$ cat config.mk
export PLATFORM = sky130hd
export DESIGN_NAME = pc_fetch_unit
export DESIGN_NICKNAME = d
export VERILOG_FILES = /design/src/rtl/pc_fetch_unit_pkg.sv /design/src/rtl/pc_fetch_unit_next_pc_sel.sv /design/src/rtl/pc_fetch_unit.sv
export SDC_FILE = /design/constraint.sdc
export NUM_CORES = 1
export LEC_CHECK = 0
export ABC_AREA = 1
export CAP_MARGIN = 20
export CORE_ASPECT_RATIO = 0.8
export CORE_MARGIN = 2
export CORE_UTILIZATION = 55
export CTS_CLUSTER_DIAMETER = 30
export DETAILED_ROUTE_END_ITERATION = 8
export MAX_ROUTING_LAYER = met4
export PLACE_DENSITY = 0.88
export SLEW_MARGIN = 30
export SYNTH_ARGS = -nofsm -noshare
export SYNTH_HDL_FRONTEND = slang
export SYNTH_HIERARCHICAL = 1
export SYNTH_SLANG_ARGS = --single-unit
export TNS_END_PERCENT = 1
$ cat constraint.sdc
create_clock -name clk -period 7.1 [get_ports clk]
set_input_delay 1.42 -clock clk [delete_from_list [all_inputs] [get_ports clk]]
set_output_delay 1.42 -clock clk [all_outputs]
set_load 0.005 [all_outputs]
$ cat src/rtl/pc_fetch_unit_pkg.sv
// Shared definitions for the PC fetch unit: fetch-state encoding,
// PC step and instruction field widths.
package pc_fetch_unit_pkg;

    typedef enum logic [1:0] {
        ST_BOOT = 2'd0,
        ST_RUN  = 2'd1,
        ST_HALT = 2'd2
    } fetch_state_e;

    localparam int PC_STEP = 4;
    localparam int IMM_W   = 16;
    localparam int JTGT_W  = 26;

endpackage

$ cat src/rtl/pc_fetch_unit_next_pc_sel.sv
// Combinational next-PC computation: target generation, jr > jump > branch >
// sequential priority, and the illegal-address check on the chosen target.
module next_pc_sel
    import pc_fetch_unit_pkg::*;
#(
    parameter int PC_W      = 32,
    parameter int MEM_BYTES = 32768
) (
    input  logic [PC_W-1:0]   pc,
    input  logic              branch_taken,
    input  logic [IMM_W-1:0]  branch_imm,
    input  logic              jump,
    input  logic [JTGT_W-1:0] jump_target,
    input  logic              jump_reg,
    input  logic [PC_W-1:0]   reg_target,
    output logic [PC_W-1:0]   pc_plus4,
    output logic [PC_W-1:0]   next_pc,
    output logic              illegal
);

    localparam logic [PC_W:0] MEM_LIMIT = (PC_W+1)'(MEM_BYTES);

    logic [PC_W-1:0] branch_off;
    logic [PC_W-1:0] jump_pc;

    always_comb begin
        pc_plus4   = pc + PC_W'(PC_STEP);
        branch_off = {{(PC_W-IMM_W-2){branch_imm[IMM_W-1]}}, branch_imm, 2'b00};
        // Jump keeps the top region bits of pc+4 and replaces the low 28.
        jump_pc        = pc_plus4;
        jump_pc[27:0]  = {jump_target, 2'b00};

        next_pc = pc_plus4;
        if (jump_reg) begin
            next_pc = reg_target;
        end else if (jump) begin
            next_pc = jump_pc;
        end else if (branch_taken) begin
            next_pc = pc_plus4 + branch_off;
        end

        illegal = (next_pc[1:0] != 2'b00) || ({1'b0, next_pc} >= MEM_LIMIT);
    end

endmodule

$ cat src/rtl/pc_fetch_unit.sv
// Program counter stage: boot window driving the imem image load, then
// sequential/redirected fetch with stall, halt and sticky fault on a bad PC.
module pc_fetch_unit
    import pc_fetch_unit_pkg::*;
#(
    parameter int PC_W        = 32,
    parameter int MEM_BYTES   = 32768,
    parameter int RESET_PC    = 0,
    parameter int BOOT_CYCLES = 2,
    parameter int CNT_W       = 32
) (
    input  logic              clk,
    input  logic              rst,
    input  logic              stall,
    input  logic              branch_taken,
    input  logic [IMM_W-1:0]  branch_imm,
    input  logic              jump,
    input  logic [JTGT_W-1:0] jump_target,
    input  logic              jump_reg,
    input  logic [PC_W-1:0]   reg_target,
    input  logic              halt_req,
    output logic [PC_W-1:0]   pc,
    output logic [PC_W-1:0]   pc_plus4,
    output logic              imem_init,
    output logic              fetch_valid,
    output logic [CNT_W-1:0]  instr_count,
    output logic              halted,
    output logic              fault,
    output fetch_state_e      state_dbg
);

    localparam int BW = (BOOT_CYCLES > 1) ? $clog2(BOOT_CYCLES) : 1;
    localparam logic [BW-1:0]   BOOT_LAST = BW'(BOOT_CYCLES - 1);
    localparam logic [PC_W-1:0] PC_RST    = PC_W'(RESET_PC);

    fetch_state_e     state_q, state_d;
    logic [PC_W-1:0]  pc_q, pc_d;
    logic [BW-1:0]    boot_cnt_q, boot_cnt_d;
    logic [CNT_W-1:0] cnt_q, cnt_d;
    logic             fault_q, fault_d;

    logic [PC_W-1:0]  next_pc;
    logic             illegal;

    next_pc_sel #(
        .PC_W      (PC_W),
        .MEM_BYTES (MEM_BYTES)
    ) u_next_pc_sel (
        .pc           (pc_q),
        .branch_taken (branch_taken),
        .branch_imm   (branch_imm),
        .jump         (jump),
        .jump_target  (jump_target),
        .jump_reg     (jump_reg),
        .reg_target   (reg_target),
        .pc_plus4     (pc_plus4),
        .next_pc      (next_pc),
        .illegal      (illegal)
    );

    always_comb begin
        state_d    = state_q;
        pc_d       = pc_q;
        boot_cnt_d = boot_cnt_q;
        cnt_d      = cnt_q;
        fault_d    = fault_q;

        case (state_q)
            ST_BOOT: begin
                if (boot_cnt_q == BOOT_LAST) begin
                    state_d = ST_RUN;
                end else begin
                    boot_cnt_d = boot_cnt_q + BW'(1);
                end
            end
            ST_RUN: begin
                // halt_req wins over everything, so a bad redirect beside it never faults.
                if (halt_req) begin
                    state_d = ST_HALT;
                end else if (!stall) begin
                    if (illegal) begin
                        fault_d = 1'b1;
                        state_d = ST_HALT;
                    end else begin
                        pc_d  = next_pc;
                        cnt_d = cnt_q + CNT_W'(1);
                    end
                end
            end
            ST_HALT: begin
            end
            default: state_d = ST_BOOT;
        endcase
    end

    always_ff @(posedge clk or negedge rst) begin
        if (!rst) begin
            state_q    <= ST_BOOT;
            pc_q       <= PC_RST;
            boot_cnt_q <= '0;
            cnt_q      <= '0;
            fault_q    <= 1'b0;
        end else begin
            state_q    <= state_d;
            pc_q       <= pc_d;
            boot_cnt_q <= boot_cnt_d;
            cnt_q      <= cnt_d;
            fault_q    <= fault_d;
        end
    end

    assign pc          = pc_q;
    assign instr_count = cnt_q;
    assign fault       = fault_q;
    assign imem_init   = (state_q == ST_BOOT);
    assign fetch_valid = (state_q == ST_RUN);
    assign halted      = (state_q == ST_HALT);
    assign state_dbg   = state_q;

endmodule

==> metrics.md, run 1 <==
| Metric | Value |
|---|---|
| Via density | 5.63 |
| HP Class | flop to flop |
| DRT iter0 DRCs | 1,253 |
| Final Worst Setup Slack | 1.30 ns |
| Syn_nets | 1,394 |
| Worst Skew | 0.00835 ns |
| Power, Total | 1.04 mW |
| Setup Crit Path Kind | flop to flop |
| Worst r2r src | pc[2] |
| Avg WL per Cell | between 15 and 20 µm |
| Element type at the critical path end | flop |
| CTS Buffer Depth | 2 |
| Setup violators final | 0 |
| Post-CTS Setup Inserts | 0 |
| Synthesized flop and latch total | 68 |
| FILL cells | 1,093 |
| Post-route minimum period | 5.80 ns |
| Max-cap violations | 0 |
| DRC | 0 |
| Status | finished clean |
| Post-Route WL | between 20,000 and 30,000 µm |
| Antenna violations before repair | 0 |
| Share of layout cells above drive strength 1 | 0.0609 |
| Post-synthesis mux area share | 0 |
| Starting Density | 0.570 |
| Yosys warning count | 6 |
| CTS tree | built |
| Main combinational cell family by area after synthesis | simple AND/OR/NAND/NOR gates |
| DIE WIDTH | 134 µm |
| DR pass1 iterations | 6 |
| Adder-cell share of the synthesized area | 0.0582 |
| Routed Antenna Nets | 0 |
| Clock root cell | clkbuf_16 |
| Final #Nets | 1,572 |
| Leak pwr | 5.02 nW |
| Fin. Hold Viols | 0 |
| Startpoint types | flop |
| Hold path depth | 1 |
| I/O Pins | 183 |
| Fraction of registers with async set/reset | 1.00 |
| Worst Path Max Fanout | 43 |
| Setup tns final | 0 ns |
| Post-CTS Hold Fix Bufs | 0 |
| Clk_lat worst skew | 0.34 ns |
| CTS buffer count | 9 |
| Synth Area in Compound Gates | 0.0797 |
| Synth Area in Simple Gates | 0.472 |
| Post-placement cell count | 1,620 |
| Clock sinks | just under 70 |
| Post-synthesis instance total | 1,279 |
| Power Density | 107 nW/µm² |
| Slew at the pin closest to its max-slew limit | roughly 0.98 ns |
| Cell Area, Synth | about 7400 µm² |
| Slew headroom | 0.345 |
| CP startpoint | pc[2] |
| Xor and xnor fraction of the mapped netlist area | 0.0377 |
| Post-synth cell types | 46 |
| CTS HTree Levels | 3 |
| Vias in the first global route | 8,274 |
| Max-slew violation count | 0 |
| # rows | 37 |
| Fin crit share | 0.818 |
| Layout overhead on the synthesized area | 30.7% |
| Maximum VDD drop | 145 µV |
| Main synth FF type | dfrtp_1 |
| Synth Area per Inst | 5.82 µm² |
| Port Buf Inserts | around 180 |
| Worst r2r path cells | 27 |
| Dpl hpwl | 22,700 µm |
| Die area | 14,500 µm² |
| Unrepaired setup endpoints after global routing | false |
| FMAX | 172 MHz |
| Required @ worst endpoint | 7.33 ns |
| All-layer global routing usage | 0.407 |
| DP Worst Slack | 1.26 ns |
| Total global routing overflow | 0 |
| # diodes | 0 |
| Core footprint | 13,100 µm² |
| CTS resizes | 0 |
| First-pass GRT wire length | 44,400 µm |
| Total number of vias | between 9,000 and 10,000 |
| Hold Path Origin | boot_cnt_q |
| Die Ht | 108 µm |
| Fin cells | 1,636 |
| Seq/Total Area, Yosys | 0.229 |
| Crit path DAT | 6.03 ns |
| CTS clock-pin slew for the worst setup and hold paths | about 0.060 ns |
| Largest net degree at the start of global routing | 69 |
| EDFF count, synth | 0 |
| GPL Wtd Cong | roughly 1.0 |
==> synthesized netlist by cell type, drive strengths merged (2+ instances only) <==
master	instances	area, µm²
nand2	511	1970
o21bai	9	67.6
a22o	2	17.5
a21boi	2	15.0
nor2	137	582
and2	6	40.0
xor2	20	175
nand3b	5	37.5
nand4	24	150
o21ai	20	100
dfrtp	68	1700
clkbuf	5	18.8
a21oi	58	298
nor3	16	118
nand3	99	538
xnor2	12	105
buf	18	126
clkinv	3	11.3
a22oi	2	15.0
ha	33	413
inv	203	762
or2	11	71.3
o211ai	2	15.0
a31oi	8	50.1
==> sequential cells by signal, indices dropped and copies added (netlist names) <==
signal	flops
pc	32
fault	1
instr_count	32
boot_cnt_q	1
state_dbg	2
==> kinds of logic after synthesis <==
family / after synthesis
simple gates: 811
buf+inv: 229
compound gates: 105
flops: 68
fa+ha+maj: 34
xor+xnor: 32
==> worst max-delay path, stage by stage, from the launching register on <==
cell and delay [ns]:
dfrtp_1 0.60, ha_1 0.41, nand3_1 0.13, inv_2 0.14, nand3_1 0.18, nor3_1 0.43
xor2_1 0.22, inv_1 0.12, ha_1 0.38, inv_1 0.11, nor3_1 0.26, nand2_1 0.14
nor2_1 0.11, nand2_1 0.10, nand2_1 0.09, nand2_1 0.07, nand3_1 0.10, nand2_1 0.05
nand3_1 0.06, nand2_1 0.16, nor2_1 0.15, nand3_1 0.21, nor2_1 0.25, nand3_4 0.53
nor2_2 0.41, nand3_1 0.14, nand2_1 0.08, nand2_1 0.05
==> metal layers <==
layer  up-vias  part of all wire  track usage
met1      4170              0.42        0.569
met2       654              0.42        0.593
met4         0             0.022       0.0962
met5         -                 0            -
li1       4335                 -            -
met3        55              0.14        0.105
==> where the power goes <==
| part | internal, mW | switching [mW] | total, mW | leakage, nW |
|---|---|---|---|---|
| logic | 0.0738 | 0.0963 | 0.170 | 3.94 |
| clock network | 0.306 | 0.175 | 0.481 | 0.151 |
| registers | 0.388 | 0 | 0.388 | 0.924 |
| total | 0.767 | 0.272 | 1.04 | 5.02 |
==> per-stage QoR <==
step | hold slack (ns) | utilization | cell area, µm²
global route | 0.496 | 0.745 | 9730
CTS | 0.477 | 0.743 | 9700
global placement | 0.463 | 0.719 | 9390
detailed placement | 0.464 | 0.719 | 9390
floorplan | 0.441 | - | 7440
finish | 0.477 | 0.745 | 9730
==> layout by cell type, fill, tap and decap left out, types with 7 or more instances in the layout <==
cell type        netlist  layout
o21ai_0               19      19
buf_4                  5       7
xnor2_1               12      12
or2_2                  9       9
dfrtp_1               68      68
clkbuf_16              0       9
a21oi_1               56      56
o21bai_1               9       9
nand2_1              494     494
xor2_1                20      20
clkdlybuf4s50_1        0     181
nand4_1               24      24
nand3_1               92      92
nor2_2                12      12
ha_1                  33      33
nand2_2               16      16
nor3_1                11      11
nor2_1               120     120
inv_1                197     196
a31oi_1                8       8
==> area by class of cell <==
type / count / area, µm² / share of cell area
clock buffers: 9 / 225 / 0.0232
flip-flops and latches: 68 / 1700 / 0.175
multi-input cells: 982 / 4820 / 0.496
clock inverters: 6 / 90.1 / 0.00926
repair buffers: 190 / 1900 / 0.195
inverters: 206 / 773 / 0.0795
well taps: 175 / 219 / 0.0225
==> final timing paths <==
check / end / slack [ns]
max: instr_count[24] / 1.30
min: boot_cnt_q / 0.48
max reg2reg: instr_count[24] / 1.30
min reg2reg: boot_cnt_q / 0.48
max in group asynchronous: pc[13] / 5.52
min in group asynchronous: instr_count[3] / 1.04
Power figures use the tool's default switching activity.
==> run 2: changes to the inputs <==
--- a/config.mk
+++ b/config.mk
@@ -9,11 +9,11 @@
 export CAP_MARGIN = 20
 export CORE_ASPECT_RATIO = 0.8
 export CORE_MARGIN = 2
-export CORE_UTILIZATION = 55
+export CORE_UTILIZATION = 46
 export CTS_CLUSTER_DIAMETER = 30
 export DETAILED_ROUTE_END_ITERATION = 8
 export MAX_ROUTING_LAYER = met4
-export PLACE_DENSITY = 0.88
+export PLACE_DENSITY = 0.78
 export SLEW_MARGIN = 30
 export SYNTH_ARGS = -nofsm -noshare
 export SYNTH_HDL_FRONTEND = slang
==> constraint.sdc (replaced) <==
create_clock -name clk -period 4.9 [get_ports clk]
set_input_delay 0.98 -clock clk [delete_from_list [all_inputs] [get_ports clk]]
set_output_delay 0.98 -clock clk [all_outputs]
set_load 0.005 [all_outputs]
==> run 2 against run 1 <==
Net effect: first-iteration DRC count decreased by 33%; power increased by 52%; setup slack got worse by 0.96 ns; final area increased by 4.4%; clock power increased by 58%; non-clock buffer count increased by 33; critical endpoint is now instr_count[6]; largest cell class unchanged.
==> metrics.md, run 2 (synthesis gave the netlist of run 1 again) <==
| Metric | Value |
|---|---|
| Status | finished clean |
| Power Density | 155 nW/µm² (+45%) |
| FMAX | 219 MHz (+27%) |
| Port Buf Inserts | 182 (unchanged) |
| Dpl hpwl | 24,400 µm (+7.2%) |
| HP Class | flop to flop |
| Clk_lat worst skew | 0.33 ns (about the same) |
| Via density | 5.28 (-6.3%) |
| Avg WL per Cell | 17.3 µm (-2.5%) |
| Core footprint | 15,800 µm² (+21%) |
| Worst Skew | 0.00674 ns (-0.00161 ns) |
| Total number of vias | 9,022 (-2.1%) |
| First-pass GRT wire length | 46,200 µm (+4.1%) |
| Element type at the critical path end | flop |
| CTS tree | built |
| Post-Route WL | 29,600 µm (+1.9%) |
| GPL Wtd Cong | 0.998 (-4.4%) |
| Post-route minimum period | 4.57 ns (-1.24 ns) |
| DRC | 0 (unchanged) |
| # diodes | 0 (unchanged) |
| All-layer global routing usage | 0.352 (-0.0557) |
| FILL cells | 1,534 (+40%) |
| Startpoint types | flop |
| CTS HTree Levels | 3 (unchanged) |
| CTS buffer count | 9 (unchanged) |
| Clock sinks | 68 (unchanged) |
| Maximum VDD drop | 188 µV (+30%) |
| Die Ht | 118 µm (+9.0%) |
| Largest net degree at the start of global routing | 45 (-35%) |
| Final #Nets | 1,605 (+2.1%) |
| Routed Antenna Nets | 0 (unchanged) |
| Worst Path Max Fanout | 18 (-58%) |
| Post-layout util | 0.643 (-0.102) |
| Setup violators final | 0 (unchanged) |
| Fin crit share | 0.932 (+0.114) |
| # rows | 41 (+11%) |
| Vias in the first global route | 8,280 (+0.073%) |
| I/O Pins | 183 (unchanged) |
| Slew headroom | 0.600 (+0.255) |
| Slowest-stage cell, CP | dfrtp_2 |
| Clock root cell | clkbuf_16 |
| Crit path DAT | 4.82 ns (-1.21 ns) |
| CP max stage delay | 0.42 ns (-0.18 ns) |
| Leak pwr | 5.19 nW (+3.6%) |
| Max-slew violation count | 0 (unchanged) |
| Most frequent cells in the layout | 494 x nand2_1, 197 x inv_1, 181 x clkdlybuf4s50_1 |
| Post-DP Area | 9670 µm² (+3.1%) |
| Max-cap violations | 0 (unchanged) |
| Required @ worst endpoint | 5.15 ns (-2.18 ns) |
| DIE WIDTH | 146 µm (+9.1%) |
| Die area | 17,200 µm² (+19%) |
| Antenna violations before repair | 0 (unchanged) |
| CTS Buffer Depth | 2 (unchanged) |
| Final Instance Area | 10,200 µm² (+4.4%) |
| Total global routing overflow | 0 (unchanged) |
| Layout overhead on the synthesized area | 36.5% |
| Most common cell after layout, fill and taps aside | nand2_1 |
| DRT iter0 DRCs | 842 (-33%) |
| Share of layout cells above drive strength 1 | 0.0997 (+0.0387) |
| Slew at the pin closest to its max-slew limit | 0.600 ns (-0.377 ns) |
| Fin. Hold Viols | 0 (unchanged) |
| DR pass1 iterations | 5 (-1) |
| Cell mode on critical path | nand2_1 |
| CTS clock-pin slew for the worst setup and hold paths | 0.06 ns (about the same) |
| Setup Crit Path Kind | flop to flop |
| Starting Density | 0.471 (-0.0990) |
==> run 2: path summary, 6_finish.rpt <==
| kind | cells past startpoint | end | slack, ns | startpoint |
|---|---|---|---|---|
| hold reg to reg | 1 | boot_cnt_q | 0.50 | boot_cnt_q |
| max in group asynchronous | 2 | pc[6] | 3.24 | rst |
| setup / recovery | 29 | instr_count[6] | 0.33 | pc[10] |
| min in group asynchronous | 1 | instr_count[2] | 0.63 | rst |
| hold / removal | 1 | boot_cnt_q | 0.50 | boot_cnt_q |
| setup reg to reg | 29 | instr_count[6] | 0.33 | pc[10] |
==> run 2: metrics by stage <==
stage | setup TNS [ns] | cells | worst slack (ns) | total power [mW] | hold WS (ns)
2_1_floorplan | 0 | 1279 | 1.19 | 0.685 | 0.441
3_5_place_dp | 0 | 1690 | 0.116 | 0.821 | 0.489
6_report | 0 | 1710 | 0.335 | 1.58 | 0.496
5_1_grt | -0.0879 | 1710 | -0.0355 | 1.64 | 0.517
3_3_place_gp | 0 | 1690 | 0.165 | 0.821 | 0.467
4_1_cts | 0 | 1706 | 0.147 | 1.58 | 0.505
==> run 2: per-layer routing <==
layer | track usage | part of all wire | vias up
met5 | - | 0 | -
met4 | 0.0631 | 0.020 | 0
met3 | 0.0717 | 0.11 | 40
met2 | 0.483 | 0.40 | 517
met1 | 0.533 | 0.47 | 4069
li1 | - | - | 4396
==> run 2: layout make-up <==
cell class              count  area [µm²]  area share
clock buffers              11         243      0.0239
clock inverters             5         108      0.0106
inverters                 206         773      0.0761
multi-input cells         982        4900       0.482
flip-flops and latches     68        1720       0.169
well taps                 215         269      0.0265
repair buffers            223        2150       0.212
==> run 2: worst max-delay path, delay by kind of cell (launching register included) <==
kind                     cells  cell delay, ns
XOR/XNOR                     2            0.28
adder cells (fa/ha/maj)      1            0.37
buffers and inverters        4            0.53
flip-flops                   1            0.42
AND/OR/NAND/NOR             22            2.87
==> run 2: repair_timing <==
item | CTS | global route
hold buffers | 0 | 0
setup buffers | 0 | 4
setup endpoints to repair | 0 | 65
endpoints found under the hold margin | 0 | 0
gates resized for setup | 0 | 30
==> run 2: power breakdown <==
part / leakage (nW) / total, mW / switching [mW] / internal, mW
clock network: 0.170 / 0.760 / 0.246 / 0.514
registers: 0.904 / 0.562 / 0 / 0.562
logic: 4.12 / 0.256 / 0.142 / 0.114
total: 5.19 / 1.58 / 0.388 / 1.19
==> run 3: changes to the inputs <==
--- a/config.mk
+++ b/config.mk
@@ -14,6 +14,7 @@
 export DETAILED_ROUTE_END_ITERATION = 8
 export MAX_ROUTING_LAYER = met4
 export PLACE_DENSITY = 0.78
+export SKIP_LAST_GASP = 1
 export SLEW_MARGIN = 30
 export SYNTH_ARGS = -nofsm -noshare
 export SYNTH_HDL_FRONTEND = slang
==> results of run 3 <==
No change in the layout: final DEF, timing and power equal those of run 2.
